==> config.mk <==
export PLATFORM = sky130hd
export DESIGN_NAME = riscv_muldiv_unit
export DESIGN_NICKNAME = d
export VERILOG_FILES = /design/src/rtl/riscv_muldiv_unit.sv
export SDC_FILE = /design/constraint.sdc
export NUM_CORES = 1
export LEC_CHECK = 0
export ABC_CLOCK_PERIOD_IN_PS = 10000
export CAP_MARGIN = 0
export CELL_PAD_IN_SITES_DETAIL_PLACEMENT = 1
export CELL_PAD_IN_SITES_GLOBAL_PLACEMENT = 2
export CORE_UTILIZATION = 38
export CTS_BUF_LIST = sky130_fd_sc_hd__clkbuf_16
export DETAILED_ROUTE_END_ITERATION = 10
export GPL_TIMING_DRIVEN = 0
export PLACE_DENSITY_LB_ADDON = 0.12
export SYNTH_ARGS = -nofsm -noshare
export SYNTH_HDL_FRONTEND = slang
export SYNTH_SLANG_ARGS = --single-unit
export TNS_END_PERCENT = 50
==> constraint.sdc <==
create_clock -name clk -period 10 [get_ports clk]
set_input_delay 2 -clock clk [delete_from_list [all_inputs] [get_ports clk]]
set_output_delay 2 -clock clk [all_outputs]
set_load 0.03 [all_outputs]
==> src/rtl/riscv_muldiv_unit.sv <==
// rtl/riscv_muldiv_unit.sv - iterative radix-2 RV32M/RV64M multiply/divide unit
//
// Ports:
//   clk, rst                 rising-edge clock, asynchronous active-high reset
//   in_valid/in_ready        operation handshake (in_op = funct3, in_rs1, in_rs2, in_tag)
//   flush                    synchronous kill of any in-flight operation
//   out_valid/out_ready      result handshake (out_result, out_tag)
//   busy                     unit is not idle
//
// Optional macro RV_MULDIV_REUSE_EN keeps the last completed operands and both
// results of their op class, so a matching follow-up op completes in one cycle.
module riscv_muldiv_unit #(
    parameter int XLEN  = 32,
    parameter int TAG_W = 5
) (
    input  logic             clk,
    input  logic             rst,
    input  logic             in_valid,
    output logic             in_ready,
    input  logic [2:0]       in_op,
    input  logic [XLEN-1:0]  in_rs1,
    input  logic [XLEN-1:0]  in_rs2,
    input  logic [TAG_W-1:0] in_tag,
    input  logic             flush,
    output logic             out_valid,
    input  logic             out_ready,
    output logic [XLEN-1:0]  out_result,
    output logic [TAG_W-1:0] out_tag,
    output logic             busy
);
    localparam int CW = $clog2(XLEN);

    localparam logic [1:0] S_IDLE = 2'd0;
    localparam logic [1:0] S_CALC = 2'd1;
    localparam logic [1:0] S_FIX  = 2'd2;
    localparam logic [1:0] S_DONE = 2'd3;

    logic [1:0]        r_state;
    logic [CW-1:0]     r_cnt;
    logic [2:0]        r_op;
    logic [TAG_W-1:0]  r_tag;
    logic [XLEN-1:0]   r_b;
    // Multiply: {partial product high, remaining multiplier bits}.
    // Divide: low half holds dividend bits shifting out / quotient bits shifting in.
    logic [2*XLEN-1:0] r_acc;
    logic [XLEN-1:0]   r_rem;
    logic              r_neg_a;
    logic              r_neg_b;
    logic [XLEN-1:0]   r_result;

    logic              w_accept;
    logic              w_is_div;
    logic              w_a_signed;
    logic              w_b_signed;
    logic              w_a_neg;
    logic              w_b_neg;
    logic [XLEN-1:0]   w_abs_a;
    logic [XLEN-1:0]   w_abs_b;
    logic              w_div_zero;
    logic              w_ovf;
    logic [XLEN-1:0]   w_special_res;
    logic              w_hit;
    logic [XLEN-1:0]   w_hit_res;
    logic [XLEN:0]     w_mul_sum;
    logic [XLEN:0]     w_rem_sh;
    logic [XLEN:0]     w_rem_diff;
    logic [2*XLEN-1:0] w_prod;
    logic [XLEN-1:0]   w_quot;
    logic [XLEN-1:0]   w_remv;
    logic [XLEN-1:0]   w_fix_res;

    assign in_ready   = (r_state == S_IDLE) && !flush && !rst;
    assign w_accept   = in_valid && in_ready;
    assign out_valid  = (r_state == S_DONE);
    assign busy       = (r_state != S_IDLE);
    assign out_result = r_result;
    assign out_tag    = r_tag;

    // MULH, MULHSU, DIV, REM take rs1 as signed; MULH, DIV, REM take rs2 as signed.
    assign w_is_div   = in_op[2];
    assign w_a_signed = (in_op == 3'd1) || (in_op == 3'd2) || (in_op[2] && !in_op[0]);
    assign w_b_signed = (in_op == 3'd1) || (in_op[2] && !in_op[0]);
    assign w_a_neg    = w_a_signed && in_rs1[XLEN-1];
    assign w_b_neg    = w_b_signed && in_rs2[XLEN-1];
    assign w_abs_a    = w_a_neg ? -in_rs1 : in_rs1;
    assign w_abs_b    = w_b_neg ? -in_rs2 : in_rs2;

    assign w_div_zero = w_is_div && (in_rs2 == '0);
    assign w_ovf      = w_is_div && !in_op[0]
                        && (in_rs1 == {1'b1, {(XLEN-1){1'b0}}}) && (in_rs2 == '1);

    always_comb begin
        w_special_res = '0;
        if (w_div_zero)
            w_special_res = in_op[1] ? in_rs1 : '1;
        else if (w_ovf)
            w_special_res = in_op[1] ? '0 : in_rs1;
    end

    // One iteration of shift-add multiply and restoring divide.
    assign w_mul_sum  = {1'b0, r_acc[2*XLEN-1:XLEN]} + (r_acc[0] ? {1'b0, r_b} : '0);
    assign w_rem_sh   = {r_rem, r_acc[XLEN-1]};
    assign w_rem_diff = w_rem_sh - {1'b0, r_b};

    // Sign correction: the remainder takes the dividend's sign.
    assign w_prod = (r_neg_a ^ r_neg_b) ? -r_acc : r_acc;
    assign w_quot = (r_neg_a ^ r_neg_b) ? -r_acc[XLEN-1:0] : r_acc[XLEN-1:0];
    assign w_remv = r_neg_a ? -r_rem : r_rem;

    always_comb begin
        w_fix_res = '0;
        case (r_op)
            3'd0:          w_fix_res = w_prod[XLEN-1:0];
            3'd1, 3'd2,
            3'd3:          w_fix_res = w_prod[2*XLEN-1:XLEN];
            3'd4, 3'd5:    w_fix_res = w_quot;
            default:       w_fix_res = w_remv;
        endcase
    end

`ifdef RV_MULDIV_REUSE_EN
    logic             r_last_valid;
    logic             r_last_div;
    logic [1:0]       r_last_sgn;
    logic [XLEN-1:0]  r_last_rs1;
    logic [XLEN-1:0]  r_last_rs2;
    logic [XLEN-1:0]  r_last_hi;
    logic [XLEN-1:0]  r_last_lo;
    logic [XLEN-1:0]  r_rs1_raw;
    logic [XLEN-1:0]  r_rs2_raw;
    logic [1:0]       r_sgn;

    // Signedness must match too (MULH vs MULHU differ in the high half); MUL's
    // low half is sign-independent, so it matches any stored multiply.
    assign w_hit = r_last_valid && (r_last_div == w_is_div)
                   && (r_last_rs1 == in_rs1) && (r_last_rs2 == in_rs2)
                   && ((r_last_sgn == {w_a_signed, w_b_signed}) || (in_op == 3'd0));

    always_comb begin
        w_hit_res = '0;
        if (w_is_div)
            w_hit_res = in_op[1] ? r_last_lo : r_last_hi;
        else
            w_hit_res = (in_op == 3'd0) ? r_last_lo : r_last_hi;
    end

    always_ff @(posedge clk or posedge rst) begin
        if (rst) begin
            r_last_valid <= 1'b0;
            r_last_div   <= 1'b0;
            r_last_sgn   <= 2'b00;
            r_last_rs1   <= '0;
            r_last_rs2   <= '0;
            r_last_hi    <= '0;
            r_last_lo    <= '0;
            r_rs1_raw    <= '0;
            r_rs2_raw    <= '0;
            r_sgn        <= 2'b00;
        end else if (flush) begin
            if (r_state == S_CALC || r_state == S_FIX)
                r_last_valid <= 1'b0;
        end else begin
            if (w_accept) begin
                r_rs1_raw <= in_rs1;
                r_rs2_raw <= in_rs2;
                r_sgn     <= {w_a_signed, w_b_signed};
            end
            if (r_state == S_FIX) begin
                r_last_valid <= 1'b1;
                r_last_div   <= r_op[2];
                r_last_sgn   <= r_sgn;
                r_last_rs1   <= r_rs1_raw;
                r_last_rs2   <= r_rs2_raw;
                r_last_hi    <= r_op[2] ? w_quot : w_prod[2*XLEN-1:XLEN];
                r_last_lo    <= r_op[2] ? w_remv : w_prod[XLEN-1:0];
            end
        end
    end
`else
    assign w_hit     = 1'b0;
    assign w_hit_res = '0;
`endif

    always_ff @(posedge clk or posedge rst) begin
        if (rst) begin
            r_state  <= S_IDLE;
            r_cnt    <= '0;
            r_op     <= 3'd0;
            r_tag    <= '0;
            r_b      <= '0;
            r_acc    <= '0;
            r_rem    <= '0;
            r_neg_a  <= 1'b0;
            r_neg_b  <= 1'b0;
            r_result <= '0;
        end else if (flush) begin
            r_state <= S_IDLE;
        end else begin
            case (r_state)
                S_IDLE: begin
                    if (w_accept) begin
                        r_op    <= in_op;
                        r_tag   <= in_tag;
                        r_neg_a <= w_a_neg;
                        r_neg_b <= w_b_neg;
                        if (w_div_zero || w_ovf) begin
                            r_result <= w_special_res;
                            r_state  <= S_DONE;
                        end else if (w_hit) begin
                            r_result <= w_hit_res;
                            r_state  <= S_DONE;
                        end else begin
                            r_b     <= w_abs_b;
                            r_acc   <= {{XLEN{1'b0}}, w_abs_a};
                            r_rem   <= '0;
                            r_cnt   <= CW'(XLEN - 1);
                            r_state <= S_CALC;
                        end
                    end
                end
                S_CALC: begin
                    if (r_op[2]) begin
                        // Borrow out of the trial subtraction means the quotient bit is 0.
                        r_rem           <= w_rem_diff[XLEN] ? w_rem_sh[XLEN-1:0] : w_rem_diff[XLEN-1:0];
                        r_acc[XLEN-1:0] <= {r_acc[XLEN-2:0], !w_rem_diff[XLEN]};
                    end else begin
                        r_acc <= {w_mul_sum, r_acc[XLEN-1:1]};
                    end
                    if (r_cnt == '0)
                        r_state <= S_FIX;
                    else
                        r_cnt <= r_cnt - 1'b1;
                end
                S_FIX: begin
                    r_result <= w_fix_res;
                    r_state  <= S_DONE;
                end
                default: begin
                    if (out_ready)
                        r_state <= S_IDLE;
                end
            endcase
        end
    end
endmodule

==> impl_results.md, run 1 <==
* Clk root buf: clkbuf_16
* Register area at 4429 sq um
* Hold Path Class: flip-flop to flip-flop
* Pwr per Cell Area at approximately 250 nW/um^2
* Number of max-cap violations at 0
* Worst Setup End Kind: flip-flop
* Post-synth net total at 2,153
* R2r worst-path depth at 13
* Number of remaining DRC errors at 0
* PortBufs at between 100 and 150
* TritonRoute pass-1 iters at 6
* Area leader, netlist: dfrtp_1
* GRT Overall Usage at 31.52%
* Detailed-route via count at 15,664
* Worst setup SP type: input pin
* Peak supply drop at roughly 0.16 mV
* Req. time, crit path at ~10,000 ps
* # IOs at between 100 and 150
* WHS Path Cells at 1
* Initial Util at just under 40%
* Static Leak at between 7 and 8 nW
* Number of synthesized flops with an enable pin at 0
* Starting DRT DRC Count at slightly below 900
* Longest Clk Path Bufs at 2
* Synthesis-stage register bit count at roughly 180
* Die span in x at 203.2 um
* Reg clk slew, reported paths at 70 ps
* Internal at roughly 2.2 mW
* Total CTS buffers at 17
* Post-synth top area share at ~29%
* Status: finished clean
* Fin crit share at ~60%
* Core footprint at roughly 40,000 sq um
* Die ar. at a little over 40,000 sq um
* Synthesized area at roughly 15,000 sq um
* Final WL at around 64,000 um
* Unrepaired setup endpoints after global routing: no
* Row Count at 73
* Post-CTS setup buffer count at 0
* Critical path class: input pin to flip-flop
* Clock Sinks at 177
* Die Ht at between 200 and 250 um
* H-tree depth at 4
* TritonCTS clock tree: built
* Sequential share of power at between 20% and 30%
* Post-cts sizing count at 0
* Latest clock arrival within the worst-skew pair at 500 ps
* First-pass GRT wire length at 98,320 um
* Slew Viols, Final at 0
* TNS Setup at 0 ps
* Hold endpoint: r_cnt[0]$_DFFE_PP0P_
* N_diodes at 0
* Nets at about 2,300
* Synthesized netlist cell count at between 1,500 and 2,000
* Fraction of layout cells with a size suffix above 1 at under 10%
* Commonest cells in the netlist: 245 x o21ai_0, 209 x nor2_1, 201 x nand2_1, 177 x dfrtp_1, 132 x a21oi_1
* Worst R2R Setup Slack at 4720 ps
* Setup violators final at 0
* Most instantiated library cell after synthesis: o21ai_0
* Per-cell routed wire length at 24.03 um
* WP data arrival at 6450 ps
* CP Max Fanout at 10
* NetSw at between 2 and 2.5 mW
* Final estimated routing congestion in global placement at between 0.9 and 1
* Sequential share of the synthesized area at between 20% and 30%
* Largest net degree at the start of global routing at 102
* Worst Hold Launch: r_cnt[0]$_DFFE_PP0P_
* Clock power frac at between 15 and 20%
* Initial antenna violation count at 1
* Vias in the first global route at about 16,000
* Rel. slew slack at 4.982%
* Hold WS at about 470 ps
* Via-per-instance ratio at around 6
* Ys flop type: dfrtp_1
* Synth area leaders: dfrtp_1 29%, o21ai_0 8.0%, xnor2_1 6.6%
* Fin. Hold Viols at 0
* Area delta synth->final at 15.84%
* Worst-Margin Slew at around 1400 ps
* R2r startpoint: r_acc[31]$_DFFE_PP0P_
* Average size of a mapped cell at ~7.7 sq um
* Antenna Nets Post-Route at 0
* Switching share of total power at ~51%
* Logic pwr share at 58.7%
* Synthesis Warnings at 0
* Synth unique cells at 75
* Post-DP HPWL at between 50,000 and 60,000 um
* Fillers at around 5,000
* Final Critical Period at 6046 ps
* Crit Reg-Reg Endpoint: r_rem[16]$_DFFE_PP0P_
* Share of flip-flops with an asynchronous set or reset at between 90% and 100%
* Global route overflow at 0
* Clock Skews at roughly 12 ps
* Multi-input gate area at between 10,000 and 15,000 sq um
* F_max at 0.1654 GHz
* # hold bufs at CTS at 0
-- cell families after synthesis --
| group | synth area share, % |
|---|---|
| muxes | 3.882 |
| AOI/OAI and AO/OA | 24.33 |
| and+or+nand+nor | 20.15 |
| adders and majority gates | 6.363 |
| buffers and inverters | 4.964 |
| DFF | 28.81 |
| xor gates and xnor gates | 11.51 |
-- stage by stage --
stage / util [%] / instances / instance area (sq um) / power [mW] / setup WS, ps
floorplan: - / 1999 / 15380 / 2.840 / 3198
global placement: 43.15 / 2639 / 17180 / 3.696 / 323.3
detailed placement: 43.24 / 2640 / 17220 / 3.762 / 3271
CTS: 44.71 / 2672 / 17800 / 4.491 / 3799
global route: 44.72 / 2672 / 17810 / 4.787 / 3759
finish: 44.72 / 2672 / 17810 / 4.502 / 3954
-- flip-flops by register name, indices dropped and copies added (netlist names) --
signal,count
r_cnt,5
out_result,32
r_rem,32
r_neg_a,1
r_neg_b,1
r_op,3
out_tag,5
r_acc,64
r_b,32
r_state,2
-- worst max-delay path, stage by stage --
cell and delay (ps):
clkdlybuf4s50_1 550, or4_1 630, nor4bb_1 730, or4b_1 650, o21ai_2 280, o21ai_1 230, nand3_1 520, clkbuf_1 570
nand3_1 150, o21ai_0 120
-- power groups by stage --
stage,registers [mW],clock network [mW],logic (mW)
floorplan,1.16,0,1.68
global placement,1.15,0,2.55
detailed placement,1.16,0,2.60
CTS,1.15,0.722,2.62
global route,1.18,0.740,2.87
finish,1.15,0.706,2.64
-- metal layers --
| metal | vias to the layer above | wire [um] | global-route usage [%] |
|---|---|---|---|
| met5 | - | 0 | 0 |
| met4 | 0 | 2991 | 16.33 |
| met3 | 115 | 2367 | 3.995 |
| met2 | 364 | 31660 | 55.14 |
| met1 | 7755 | 27180 | 37.78 |
| li1 | 7430 | - | - |
-- cells in the final DEF (no fill, tap or decap), types with 75 or more instances in the layout --
cell / instances
a21oi_1: 132
clkdlybuf4s50_1: 115
xnor2_1: 116
dfrtp_1: 177
nor2_1: 209
clkbuf_1: 96
ha_1: 75
xor2_1: 86
inv_1: 82
o21ai_0: 245
nand2_1: 201
-- cell type report --
type / instances / share of cell area (%)
Timing Repair Buffer: 116 / 6.618
Clock buffer: 17 / 2.388
Buffer: 114 / 2.536
Clock inverter: 15 / 0.8992
Inverter: 83 / 1.791
Multi-Input combinational cell: 1625 / 57.21
Tap cell: 525 / 3.688
Sequential cell: 177 / 24.87
-- worst max-delay path by stage --
stage,startpoint,endpoint,depth (start not counted),slack (ps)
floorplan,rst,out_result[0]$_DFFE_PP0P_,1,3200
global placement,rst,r_acc[44]$_DFFE_PP0P_,2,320
detailed placement,in_rs1[25],r_acc[49]$_DFFE_PP0P_,10,3270
CTS,in_rs1[25],r_acc[49]$_DFFE_PP0P_,10,3800
global route,in_rs1[7],r_acc[56]$_DFFE_PP0P_,10,3760
finish,in_rs1[7],r_acc[49]$_DFFE_PP0P_,10,3950
No activity file was read; power rests on OpenSTA's default activity.
==> run 2: changes to the inputs <==
--- a/config.mk
+++ b/config.mk
@@ -5,11 +5,11 @@
 export SDC_FILE = /design/constraint.sdc
 export NUM_CORES = 1
 export LEC_CHECK = 0
-export ABC_CLOCK_PERIOD_IN_PS = 10000
+export ABC_CLOCK_PERIOD_IN_PS = 6300
 export CAP_MARGIN = 0
 export CELL_PAD_IN_SITES_DETAIL_PLACEMENT = 1
 export CELL_PAD_IN_SITES_GLOBAL_PLACEMENT = 2
-export CORE_UTILIZATION = 38
+export CORE_UTILIZATION = 36
 export CTS_BUF_LIST = sky130_fd_sc_hd__clkbuf_16
 export DETAILED_ROUTE_END_ITERATION = 10
 export GPL_TIMING_DRIVEN = 0
==> constraint.sdc (replaced) <==
create_clock -name clk -period 6.3 [get_ports clk]
set_input_delay 1.26 -clock clk [delete_from_list [all_inputs] [get_ports clk]]
set_output_delay 1.26 -clock clk [all_outputs]
set_load 0.03 [all_outputs]
==> run 2 against run 1 <==
Final cell count is 0.49% higher. Sequential cell count stayed put. Sequential power rose by 60%. Critical path type unchanged. Die area is 5.5% higher. Via count down 0.52%. Critical path depth stayed put. Global-route usage fell by 1.4 points. Core utilization fell by 2.4 points. Register-to-register slack lost 3700 ps. Highest routed layer unchanged.
==> impl_results.md, run 2 (synthesis results as in run 1) <==
* Multi-input gate area at about 10,000 sq um
* Number of max-cap violations at 0
* Hold Path Class: flip-flop to flip-flop
* PortBufs at between 100 and 150
* Total power at between 7 and 8 mW
* Slowest stage delay, CP at 1070 ps
* Vias in the first global route at 16,370
* Fin. Hold Viols at 0
* Peak supply drop at about 0.18 mV
* Worst-Margin Slew at 1383 ps
* Rel. slew slack at 6.955%
* Max reg flops at 64
* Fin crit share at between 80% and 90%
* Placement Setup Slack at 414.3 ps
* Latest clock arrival within the worst-skew pair at ~500 ps
* Initial Util at between 30% and 40%
* WP data arrival at 6080 ps
* H-tree depth at 4
* Unrepaired setup endpoints after global routing: no
* Slew Viols, Final at 0
* N_diodes at 0
* TNS Setup at 0 ps
* Reg clk slew, reported paths at 70 ps
* # IOs at 117
* Final Critical Period at 5658 ps
* Post-cts sizing count at 0
* Final WL at about 64,000 um
* Static Leak at around 7.5 nW
* TritonRoute pass-1 iters at 5
* Final estimated routing congestion in global placement at slightly above 0.9
* Nets at 2,288
* Final setup margin at roughly 640 ps
* Most Frequent Cell on Critical Path: nand3_1
* Largest reg by FF count: r_acc
* Core footprint at between 40,000 and 50,000 sq um
* Detailed-route via count at between 15,000 and 20,000
* Initial antenna violation count at 1
* Global route overflow at 0
* Clock Skews at around 16 ps
* Clock Sinks at between 150 and 200
* F_max at 0.1767 GHz
* CP Max Fanout at 10
* Total CTS buffers at 17
* Area delta synth->final at 15.78%
* DP Area at roughly 17,000 sq um
* Critical path class: input pin to flip-flop
* Die Ht at 208.7 um
* Req. time, crit path at between 6000 and 7000 ps
* TritonCTS clock tree: built
* # hold bufs at CTS at 0
* Fraction of layout cells with a size suffix above 1 at just over 3%
* Longest Clk Path Bufs at 2
* Per-cell routed wire length at between 20 and 25 um
* Worst Setup End Kind: flip-flop
* Row Count at 75
* Clk root buf: clkbuf_16
* Status: finished clean
* Fillers at slightly above 5,000
* Number of remaining DRC errors at 0
* Die span in x at roughly 210 um
* Worst setup SP type: input pin
* Most frequent cells in the layout: 245 x o21ai_0, 209 x nor2_1, 201 x nand2_1, 177 x dfrtp_1, 132 x a21oi_1
* First-pass GRT wire length at ~99,000 um
* Post-DP HPWL at 52,350 um
* Antenna Nets Post-Route at 0
* Setup violators final at 0
* Critical path, cell by cell: clkdlybuf4s50_1 -> or4_1 -> nor4_1 -> nand4_1 -> o21ai_2 -> o21ai_1 -> nand3_1 -> clkbuf_1 -> nand3_1 -> o21ai_0
* Via-per-instance ratio at around 5.8
* Starting DRT DRC Count at 880
* Crit path max-delay cell type: nor4_1
* Post-CTS setup buffer count at 0
* Largest net degree at the start of global routing at roughly 120
* Hold WS at about 480 ps
* Commonest non-fill, non-tap cell in the layout: o21ai_0
* Post-route cell area at 17,800 sq um
* Die ar. at ~44,000 sq um
* Pwr per Cell Area at ~400 nW/um^2
* GRT Overall Usage at 30.08%
* Register area at about 4400 sq um
## run 2: changes by cell type in the layout (fill, tap and decap cells not counted), sizes merged
cell,change
inv,-3
clkinv,-3
clkinvlp,+5
## run 2: worst max-delay path, delay by kind of cell
family | cells | cell delay (ps)
AOI/OAI and AO/OA | 3 | 770
buffers and inverters | 2 | 1140
and+or+nand+nor | 5 | 2880
## run 2: path summary, 6_finish.rpt
path	start	end	slack [ps]	cells past startpoint
min in group asynchronous	rst	r_state[1]$_DFFE_PP0P_	1210	2
worst max-delay path	in_rs1[24]	r_acc[48]$_DFFE_PP0P_	640	10
worst min-delay path	out_tag[3]$_DFFE_PP0P_	out_tag[3]$_DFFE_PP0P_	480	2
worst min register to register	out_tag[3]$_DFFE_PP0P_	out_tag[3]$_DFFE_PP0P_	480	2
max in group asynchronous	rst	r_acc[46]$_DFFE_PP0P_	4120	3
worst max register to register	r_acc[31]$_DFFE_PP0P_	r_rem[6]$_DFFE_PP0P_	1040	13
## run 2: layer usage
| layer | GRT usage (%) | part of all wire (%) |
|---|---|---|
| met1 | 36.55 | 43 |
| met2 | 52.36 | 50 |
| met3 | 3.637 | 3.1 |
| met5 | 0 | 0 |
| met4 | 15.14 | 4.4 |
## run 2: where the power goes
part	total, mW	internal (mW)	switching [mW]
logic	4.19	1.47	2.72
clock network	1.10	0.577	0.522
registers	1.84	1.47	0.372
## run 2: layout make-up
class	instances	share of cell area [%]
Timing Repair Buffer	116	6.621
Tap cell	539	3.788
Inverter	83	1.792
Clock inverter	14	0.7872
Sequential cell	177	24.88
Multi-Input combinational cell	1625	57.20
Buffer	114	2.537
Clock buffer	17	2.390
## run 2: metrics by stage
step | cells | util [%]
2_1_floorplan | 1999 | -
3_3_place_gp | 2653 | 40.92
3_5_place_dp | 2654 | 41.00
4_1_cts | 2685 | 42.35
5_1_grt | 2685 | 42.35
6_report | 2685 | 42.35
==> run 3: changes to the inputs <==
--- a/config.mk
+++ b/config.mk
@@ -5,15 +5,17 @@
 export SDC_FILE = /design/constraint.sdc
 export NUM_CORES = 1
 export LEC_CHECK = 0
+export ABC_AREA = 1
 export ABC_CLOCK_PERIOD_IN_PS = 6300
 export CAP_MARGIN = 0
 export CELL_PAD_IN_SITES_DETAIL_PLACEMENT = 1
 export CELL_PAD_IN_SITES_GLOBAL_PLACEMENT = 2
-export CORE_UTILIZATION = 36
+export CORE_UTILIZATION = 33
 export CTS_BUF_LIST = sky130_fd_sc_hd__clkbuf_16
 export DETAILED_ROUTE_END_ITERATION = 10
 export GPL_TIMING_DRIVEN = 0
 export PLACE_DENSITY_LB_ADDON = 0.12
+export RECOVER_POWER = 50
 export SYNTH_ARGS = -nofsm -noshare
 export SYNTH_HDL_FRONTEND = slang
 export SYNTH_SLANG_ARGS = --single-unit
==> constraint.sdc (replaced) <==
create_clock -name clk -period 6.3 [get_ports clk]
set_input_delay 1.26 -clock clk [delete_from_list [all_inputs] [get_ports clk]]
set_output_delay 1.26 -clock clk [all_outputs]
set_load 0.02 [all_outputs]
==> run 3 against run 2 <==
The run now ends with max-capacitance violations, max-slew violations left. Worst hold slack gained 3.9 ps. Sequential share of layout area shrank 3.5 points. Total power grew 63%. Routed wire length grew 42%. Cell area grew 16%. Critical path depth grew 4. Clock power grew 6%. Via count grew 36%. Fmax grew 34%. First-iteration DRC count grew 69%. Global-route usage grew 2.8 points. Setup slack gained 1500 ps.
==> impl_results.md, run 3 <==
* Hold Path Class: flip-flop to flip-flop
* Worst-Margin Slew at 3817 ps
* Worst R2R Setup Slack at ~2500 ps
* First-pass GRT wire length at 135,400 um
* Fin. Hold Viols at 0
* # IOs at between 100 and 150
* Synth area leaders: dfrtp_1 25%, nand2_1 20%, nor2_1 8.6%
* Per-cell routed wire length at 23.57 um
* Most instantiated library cell after synthesis: nand2_1
* Synth Area in Compound Gates at 15.18%
* Final setup margin at approximately 2100 ps
* Post-Synth Adder-Cell Area at 5.431%
* Worst Hold Launch: out_tag[0]$_DFFE_PP0P_
* Vias in the first global route at approximately 21,000
* Number of remaining DRC errors at 0
* Clk root buf: clkbuf_16
* Synthesized netlist cell count at 3,052
* Post-synth net total at 3,206
* Pwr per Cell Area at between 500 and 600 nW/um^2
* Share of flip-flops with an asynchronous set or reset at between 90% and 100%
* Inst Count DP at between 3,000 and 4,000
* Antenna Nets Post-Route at 0
* CP startpoint: in_rs1[25]
* Area leader, netlist: dfrtp_1
* Reg clk slew, reported paths at 80 ps
* Fraction of layout cells with a size suffix above 1 at approximately 3.6%
* WP data arrival at between 4000 and 5000 ps
* Req. time, crit path at 6670 ps
* R2r startpoint: r_acc[0]$_DFFE_PP0P_
* Synth Area in Simple Gates at between 40 and 50%
* Max reg flops at between 60 and 70
* Most frequent cells in the layout: 965 x nand2_1, 411 x nor2_1, 360 x inv_1, 286 x nand3_1, 222 x o21ai_0
* Die span in x at about 240 um
* Row Count at 85
* DP Area at between 20,000 and 25,000 sq um
* Commonest non-fill, non-tap cell in the layout: nand2_1
* Fin crit share at around 67%
* Crit path max-delay cell type: clkdlybuf4s50_1
* Post-CTS setup buffer count at 0
* N_diodes at 0
* Longest Clk Path Bufs at 2
* Setup violators final at 0
* Rel. slew slack at -155.9%
* Synthesized area at 18,010 sq um
* Die Ht at between 200 and 250 um
* Commonest cells in the netlist: 964 x nand2_1, 411 x nor2_1, 361 x inv_1, 286 x nand3_1, 222 x o21ai_0
* Failing checks: max-capacitance violations, max-slew violations
* Core footprint at approximately 54,000 sq um
* Placement Setup Slack at between 1500 and 2000 ps
* Peak supply drop at 0.2805 mV
* TritonCTS clock tree: built
* Total CTS buffers at 17
* Hold endpoint: out_tag[0]$_DFFE_PP0P_
* Worst path bufs/invs at 2
* Number of max-cap violations at 1
* CP Max Fanout at 10
* Post-cts sizing count at 0
* Global route overflow at 0
* Worst Setup End Kind: flip-flop
* R2r worst-path depth at 13
* Starting DRT DRC Count at between 1,000 and 1,500
* Synth unique cells at slightly below 50
* Final Critical Period at roughly 4200 ps
* Area delta synth->final at 14.79%
* Slew Viols, Final at between 70 and 80
* Static Leak at 10.45 nW
* Non-filler cells, final at between 3,000 and 4,000
* Worst setup SP type: input pin
* TritonRoute pass-1 iters at 5
* Final WL at 91,840 um
* Largest net degree at the start of global routing at ~100
* Nets at around 3,300
* Largest reg by FF count: r_acc
* Number of synthesized flops with an enable pin at 0
* # hold bufs at CTS at 0
* Multiplexer share of the synthesized area at 0%
* Critical path, cell by cell: clkdlybuf4s50_1 -> nor2_1 -> nand2_1 -> nor2_1 -> nand2_1 -> nor2_1 -> nand3_1 -> nand2_1 -> nand2_1 -> nand2_1 -> nand2_2 -> clkbuf_1 -> nor2_1 -> a21oi_1
* Status: finished, violations left
* Sequential share of the synthesized area at approximately a quarter
* H-tree depth at 4
* Slowest stage delay, CP at between 600 and 700 ps
* Crit Reg-Reg Endpoint: r_acc[61]$_DFFE_PP0P_
* Post-synth top area share at between 20% and 30%
* WHS Path Cells at 2
* Top Family by Delay on Critical Path: simple AND/OR/NAND/NOR gates
* Initial Util at between 30% and 40%
* Post-route cell area at between 20,000 and 25,000 sq um
* F_max at approximately 0.24 GHz
* PortBufs at ~120
* Ys flop type: dfrtp_1
* Final estimated routing congestion in global placement at roughly 0.96
* Clock Sinks at roughly 180
* Die ar. at roughly 56,000 sq um
* Critical path class: input pin to flip-flop
* Largest family of logic cells by synthesized area: simple AND/OR/NAND/NOR gates
* Clock Skews at between 15 and 20 ps
* Average size of a mapped cell at 5.903 sq um
* Synthesis Warnings at 0
* Latest clock arrival within the worst-skew pair at about 500 ps
* Synthesis-stage register bit count at 177
* Via-per-instance ratio at approximately 5.4
* TNS Setup at 0 ps
* Most Frequent Cell on Critical Path: nand2_1
* Post-DP HPWL at a little under 80,000 um
* Detailed-route via count at roughly 21,000
* Unrepaired setup endpoints after global routing: no
* Initial antenna violation count at 1
* GRT Overall Usage at between 30% and 40%
* Post-Synth XOR/XNOR Area at 4.181%
[run 3: worst min-delay path: cells and delay by family (launching register included)]
family	cells	cell delay, ps
DFF	1	350
and+or+nand+nor	2	110
[run 3: cells by family (layout without fill, tap and decap cells)]
family | Yosys count | after routing
flops | 177 | 177
buf+inv | 458 | 607
xor+xnor | 86 | 86
simple gates | 1764 | 1764
compound gates | 490 | 490
fa+ha+maj | 77 | 77
[run 3: area by class of cell]
type / instances / area [sq um]
tap: 696 / 870.8
fill: 7270 / 33240
clock buffer: 17 / 425.4
buffer: 87 / 411.6
clock inverter: 15 / 191.4
timing repair buffer: 117 / 1189
sequential: 177 / 4429
multi-input combinational: 2417 / 11770
inverter: 371 / 1394
[run 3: how the worst max path moves through the flow]
stage | to | slack, ps | cells past startpoint
2_1_floorplan | out_result[0]$_DFFE_PP0P_ | 240 | 1
4_1_cts | out_result[16]$_DFFE_PP0P_ | 2310 | 15
6_report | out_result[26]$_DFFE_PP0P_ | 2090 | 14
3_5_place_dp | out_result[16]$_DFFE_PP0P_ | 1760 | 15
5_1_grt | r_acc[29]$_DFFE_PP0P_ | 1630 | 2
3_3_place_gp | r_acc[58]$_DFFE_PP0P_ | -2740 | 2
[run 3: routing by layer]
metal,global-route usage [%],part of all wire [%]
met1,46.41,47
met2,51.51,45
met3,4.608,5.3
met4,10.28,2.9
met5,0,0
[run 3: power by group]
part,switching (mW),internal (mW)
Combinational,5.74,2.41
Sequential,0.709,1.60
Clock,0.572,0.603
Total,7.02,4.61
[run 3: stage by stage]
stage                     util, %  hold slack, ps  power [mW]
after floorplan                 -           454.0       7.131
after global placement      37.18           463.9       10.18
after detailed placement    37.24           472.9       10.33
after CTS                   38.39           495.0       11.56
after global routing        38.35           512.7       12.53
final                       38.35           486.5       11.63
